**config.mk**
```make
export PLATFORM = sky130hd
export DESIGN_NAME = prei_sched
export DESIGN_NICKNAME = d
export VERILOG_FILES = /design/src/rtl/prei_sched.sv
export SDC_FILE = /design/constraint.sdc
export NUM_CORES = 1
export LEC_CHECK = 0
export ABC_AREA = 1
export CAP_MARGIN = 30
export CORE_ASPECT_RATIO = 0.5
export CORE_MARGIN = 4
export CORE_UTILIZATION = 50
export DETAILED_ROUTE_END_ITERATION = 8
export PLACE_DENSITY = 0.89
export SYNTH_ARGS = -nofsm -noshare
export SYNTH_HDL_FRONTEND = slang
export SYNTH_SLANG_ARGS = --single-unit
export TNS_END_PERCENT = 100
```
**constraint.sdc**
```tcl
create_clock -name clk -period 1.59 [get_ports clk]
set_input_delay 0.318 -clock clk [delete_from_list [all_inputs] [get_ports clk]]
set_output_delay 0.318 -clock clk [all_outputs]
set_load 0.05 [all_outputs]
```
**src/rtl/prei_sched.sv**
```systemverilog
// prei_sched: raster-order CTU scheduler for pre-intra with a two-bank mode/QP ping-pong.
// Optional run-phase watchdog enabled by defining PREI_SCHED_WDT_EN.
module prei_sched #(
  parameter int unsigned X_W        = 7,
  parameter int unsigned Y_W        = 7,
  parameter int unsigned WDT_CYCLES = 65535
) (
  input  logic           clk,
  input  logic           rstn,
  input  logic           frame_start_i,
  input  logic [X_W-1:0] ctu_x_last_i,
  input  logic [Y_W-1:0] ctu_y_last_i,
  input  logic           src_rdy_i,
  output logic           src_ack_o,
  output logic           prei_start_o,
  input  logic           prei_done_i,
  output logic [X_W-1:0] rc_ctu_x_o,
  output logic [Y_W-1:0] rc_ctu_y_o,
  output logic           wr_bank_o,
  output logic           out_valid_o,
  output logic           out_bank_o,
  output logic [X_W-1:0] out_ctu_x_o,
  output logic [Y_W-1:0] out_ctu_y_o,
  input  logic           out_release_i,
  output logic           frame_done_o,
  output logic           busy_o,
  output logic           wdt_err_o
);

  typedef enum logic [1:0] {S_IDLE, S_WAIT, S_RUN, S_DRAIN} state_t;

  state_t         state_q, state_d;
  logic [X_W-1:0] x_q, x_d, x_last_q, x_last_d;
  logic [Y_W-1:0] y_q, y_d, y_last_q, y_last_d;
  logic [1:0]     full_q, full_d;
  logic           wr_ptr_q, wr_ptr_d, rd_ptr_q, rd_ptr_d;
  logic [X_W-1:0] bank_x_q [2];
  logic [X_W-1:0] bank_x_d [2];
  logic [Y_W-1:0] bank_y_q [2];
  logic [Y_W-1:0] bank_y_d [2];
  logic           busy_q, busy_d;
  logic           launch, finish, done_eff;

`ifdef PREI_SCHED_WDT_EN
  localparam int unsigned WDT_W = 16;

  logic [WDT_W-1:0] wdt_cnt_q, wdt_cnt_d;
  logic             wdt_err_q, wdt_err_d, wdt_hit;

  // A stalled pre-intra is forced to completion so the frame keeps moving.
  assign wdt_hit  = (state_q == S_RUN) && (wdt_cnt_q == WDT_W'(WDT_CYCLES - 1));
  assign done_eff = prei_done_i | wdt_hit;

  always_comb begin
    wdt_cnt_d = wdt_cnt_q;
    wdt_err_d = wdt_err_q | (wdt_hit & ~prei_done_i);
    if (launch) begin
      wdt_cnt_d = '0;
    end else if (state_q == S_RUN) begin
      wdt_cnt_d = wdt_cnt_q + WDT_W'(1);
    end
  end

  always_ff @(posedge clk) begin
    if (rstn) begin
      wdt_cnt_q <= '0;
      wdt_err_q <= 1'b0;
    end else begin
      wdt_cnt_q <= wdt_cnt_d;
      wdt_err_q <= wdt_err_d;
    end
  end

  assign wdt_err_o = wdt_err_q;
`else
  logic unused_wdt;

  assign unused_wdt = ^WDT_CYCLES;
  assign done_eff   = prei_done_i;
  assign wdt_err_o  = 1'b0;
`endif

  // Next-state, bank bookkeeping and handshake pulses.
  always_comb begin
    state_d  = state_q;
    x_d      = x_q;
    y_d      = y_q;
    x_last_d = x_last_q;
    y_last_d = y_last_q;
    full_d   = full_q;
    wr_ptr_d = wr_ptr_q;
    rd_ptr_d = rd_ptr_q;
    bank_x_d = bank_x_q;
    bank_y_d = bank_y_q;
    busy_d   = busy_q;
    launch   = 1'b0;
    finish   = 1'b0;

    // Release and set always hit different banks: a bank is only set when empty.
    if (out_release_i && full_q[rd_ptr_q]) begin
      full_d[rd_ptr_q] = 1'b0;
      rd_ptr_d         = ~rd_ptr_q;
    end

    unique case (state_q)
      S_IDLE: begin
        if (frame_start_i) begin
          x_last_d = ctu_x_last_i;
          y_last_d = ctu_y_last_i;
          x_d      = '0;
          y_d      = '0;
          busy_d   = 1'b1;
          state_d  = S_WAIT;
        end
      end
      S_WAIT: begin
        if (src_rdy_i && !full_q[wr_ptr_q] && !rstn) begin
          launch  = 1'b1;
          state_d = S_RUN;
        end
      end
      S_RUN: begin
        if (done_eff) begin
          full_d[wr_ptr_q]   = 1'b1;
          bank_x_d[wr_ptr_q] = x_q;
          bank_y_d[wr_ptr_q] = y_q;
          wr_ptr_d           = ~wr_ptr_q;
          if (x_q == x_last_q && y_q == y_last_q) begin
            state_d = S_DRAIN;
          end else begin
            if (x_q == x_last_q) begin
              x_d = '0;
              y_d = y_q + Y_W'(1);
            end else begin
              x_d = x_q + X_W'(1);
            end
            state_d = S_WAIT;
          end
        end
      end
      S_DRAIN: begin
        if (full_q == 2'b00 && !rstn) begin
          finish  = 1'b1;
          busy_d  = 1'b0;
          state_d = S_IDLE;
        end
      end
      default: state_d = S_IDLE;
    endcase
  end

  always_ff @(posedge clk) begin
    if (rstn) begin
      state_q     <= S_IDLE;
      x_q         <= '0;
      y_q         <= '0;
      x_last_q    <= '0;
      y_last_q    <= '0;
      full_q      <= 2'b00;
      wr_ptr_q    <= 1'b0;
      rd_ptr_q    <= 1'b0;
      bank_x_q[0] <= '0;
      bank_x_q[1] <= '0;
      bank_y_q[0] <= '0;
      bank_y_q[1] <= '0;
      busy_q      <= 1'b0;
    end else begin
      state_q     <= state_d;
      x_q         <= x_d;
      y_q         <= y_d;
      x_last_q    <= x_last_d;
      y_last_q    <= y_last_d;
      full_q      <= full_d;
      wr_ptr_q    <= wr_ptr_d;
      rd_ptr_q    <= rd_ptr_d;
      bank_x_q    <= bank_x_d;
      bank_y_q    <= bank_y_d;
      busy_q      <= busy_d;
    end
  end

  assign prei_start_o = launch;
  assign src_ack_o    = launch;
  assign frame_done_o = finish;
  assign busy_o       = busy_q;
  assign rc_ctu_x_o   = x_q;
  assign rc_ctu_y_o   = y_q;
  assign wr_bank_o    = wr_ptr_q;
  assign out_bank_o   = rd_ptr_q;
  assign out_valid_o  = full_q[rd_ptr_q];
  assign out_ctu_x_o  = bank_x_q[rd_ptr_q];
  assign out_ctu_y_o  = bank_y_q[rd_ptr_q];

endmodule

```
==> flow_metrics.py <==
metrics = {
    "setup_path": {
        "cp.arrival_ns": 1.50,
        "r2r-start": "state_q[0]",
        "rrSetupSlack_ns": -0.22,
        "r2r-end": "rc_ctu_y_o[2]",
        "r2r_cells": 12,
        "worstSetupEndpointType": "primary output",
        "start_kind": "flip-flop",
        "worstSetupPathType": "flip-flop to primary output",
        "crit_required_ns": 1.27,
        "worstPathMaxFanout": 4,
    },
    "logic_synthesis": {
        "synthTopCellsByArea": "dfxtp_1 42%, nand2_1 13%, o21ai_0 11%, a21oi_1 8.9%, inv_1 7.0%",
        "ys_seq_area_share_pct": 42.3,
        "ys.flop_type": "dfxtp_1",
        "async_flop_share_pct": 0,
        "synth.cell_area_um2": 2980,
        "syn_nets": 458,
        "syn_avg_cell_area_um2": 6.84,
        "yosysWarnings": 0,
        "synth-seq-cells": 63,
        "synth_edf_count": 0,
        "synth_cell_type_count": 28,
        "synth_top_cell_area_share_pct": 42.3,
        "synthTopCellsByCount": "102 x nand2_1, 65 x o21ai_0, 63 x dfxtp_1, 56 x inv_1, 53 x a21oi_1",
        "synth.most_common_cell": "nand2_1",
        "syn_inst": 436,
        "yosysTopAreaCell": "dfxtp_1",
    },
    "flow_run": {
        "max_cap_viol_count": 0,
    },
    "routing": {
        "avgViaCountPerCell": 6.82,
        "via_count": 4141,
        "first_pass_iters": 9,
        "ant_nets": 0,
        "drc_errors": 45,
        "wl_per_cell_um": 26.0,
        "drt_iter0_drc": 794,
        "wirelength_um": 15800,
    },
    "placed_design": {
        "dpl.hpwl_um": 5770,
        "place_congestion": 0.912,
        "portBuffers": 54,
        "place_ws_ns": -0.173,
        "place_area_um2": 4210,
        "dp_cells": 572,
    },
    "power_and_ir_drop": {
        "power_frac_clock_pct": 29.5,
        "swShare_pct": 41.0,
        "pwr-share-seq_pct": 29.4,
        "vdd_drop_max_uv": 1280,
        "p_switching_mw": 2.81,
        "share_comb_of_total_power_pct": 41.1,
        "powerDensity_nw_per_um2": 1360,
        "p_int_mw": 4.05,
        "leakage_nw": 2.09,
        "power_mw": 6.87,
    },
    "floorplan": {
        "core.rowCount": 19,
        "pin_count": 56,
        "die_w_um": 117,
        "coreArea_um2": 5630,
        "fp.dieH_um": 62.6,
        "die-area_um2": 7340,
        "start_util_pct": 52.9,
    },
    "outcome": {
        "violations": "design-rule violations, negative setup slack",
        "status": "finished, violations left",
    },
    "clock_network": {
        "cts_buffers": 9,
        "clock_latency_ns": 0.35,
        "cts_root_buf": "clkbuf_16",
        "cts.sinks": 63,
        "cts_max_level": 3,
        "cts_tree": "yes",
        "cts.path.max_buffers": 2,
        "path_clk_slew_ns": 0.05,
    },
    "global_route": {
        "grt_pass1_vias": 3704,
        "grt-ovfl-total": 0,
        "gr-usage-all-layers_pct": 35.8,
        "grt_pass1_wl_um": 20000,
        "antenna_found_initial": 0,
        "grt_max_degree": 30,
    },
    "worst_hold_path": {
        "holdCritStartpoint": "y_last_q[4]",
        "holdPathStages": 2,
        "hold_class": "flip-flop to flip-flop",
        "min_delay_worst_endpoint": "y_last_q[4]",
    },
    "final_layout": {
        "final_util_pct": 89.4,
        "nets": 551,
        "final_cells": 607,
        "drive_above_1_share_pct": 42.5,
        "diodes": 0,
        "area_growth_pct": 68.9,
        "nFillCells": 200,
        "design_area_um2": 5040,
    },
    "timing": {
        "hold_slack_ns": 0.479,
        "skew_ns": 0.00961,
        "tns_ns": -5.36,
        "setup_viol": 58,
        "finalHoldViolCount": 0,
        "rsz0062_at_grt": "yes",
        "post-route-period-util_pct": 114,
        "setup_ws_ns": -0.230,
        "max_freq_mhz": 550,
        "final-max-slew-violation-count": 0,
        "period_minus_slack_ns": 1.82,
    },
}
==> cell usage in the layout, fill, tap and decap left out, drive strengths merged, types with 5 or more instances in the layout <==
master / count
clkdlybuf4s50: 18
o21ai: 65
a21oi: 53
nand2: 106
buf: 82
clkinv: 5
nand4: 5
nor2: 36
xor2: 5
dfxtp: 63
nand3: 14
inv: 58
clkbuf: 9
==> power by group through the flow <==
stage / combinational, mW / clock, mW / sequential [mW]
5_1_grt: 2.88 / 2.07 / 2.01
6_report: 2.82 / 2.02 / 2.02
4_1_cts: 2.21 / 1.95 / 1.94
3_5_place_dp: 2.01 / 0 / 1.96
2_1_floorplan: 0.972 / 0 / 2.14
3_3_place_gp: 1.97 / 0 / 1.95
==> worst max path at each step <==
stage                     slack [ns]  cells after the start     startpoint              to
after global routing           -0.29                      5     state_q[0]    prei_start_o
after floorplan               0.0005                      9  rc_ctu_y_o[2]   rc_ctu_x_o[2]
after detailed placement       -0.17                      5           rstn       src_ack_o
after global placement         -0.14                      5           rstn       src_ack_o
after CTS                      -0.14                      5     out_bank_o  out_ctu_x_o[0]
final                          -0.23                      5     state_q[0]    prei_start_o
==> per-layer routing <==
metal / global-route usage [%] / vias to the layer above / wire length [µm]
li1: - / 1592 / -
met1: 42.3 / 1828 / 5400
met2: 54.0 / 522 / 6330
met3: 14.1 / 197 / 2470
met4: 22.3 / 2 / 1500
met5: 0 / - / 55
==> what timing repair did <==
item                       in CTS  in global routing
pin swaps                       8                 37
setup endpoints to repair      32                 49
cloned                          2                  0
hold buffers                    0                  0
gates resized for setup        19                115
buffers inserted                9                 10
==> cell families (layout without fill, tap and decap cells) <==
group,Yosys count,after routing,share of synthesized area [%]
simple gates,165,166,23.4
compound gates,121,121,21.0
buf+inv,79,176,10.9
flops,63,63,42.3
xor+xnor,5,5,1.47
fa+ha+maj,2,2,0.839
other cells,1,1,0.126
==> area by class of cell <==
| cell class | count | area (µm²) | area share, % |
|---|---|---|---|
| Timing Repair Buffer | 101 | 1270 | 25.2 |
| Clock inverter | 7 | 73.8 | 1.47 |
| Sequential cell | 63 | 1320 | 26.1 |
| Clock buffer | 9 | 225 | 4.47 |
| Tap cell | 73 | 91.3 | 1.81 |
| Inverter | 59 | 238 | 4.72 |
| Multi-Input combinational cell | 295 | 1830 | 36.2 |
==> critical path, stage by stage (launching register included) <==
cell and delay [ns]:
dfxtp_2 0.37, inv_1 0.10, nor2_1 0.18, inv_1 0.15, nor2_4 0.20, buf_12 0.16
==> state kept, by name, summed over array words and instances (netlist names) <==
signal      count
out_bank_o      1
busy_o          1
bank_y_q       14
wr_bank_o       1
rc_ctu_x_o      7
state_q         2
x_last_q        7
rc_ctu_y_o      7
full_q          2
y_last_q        7
bank_x_q       14
Power figures use the tool's default switching activity.
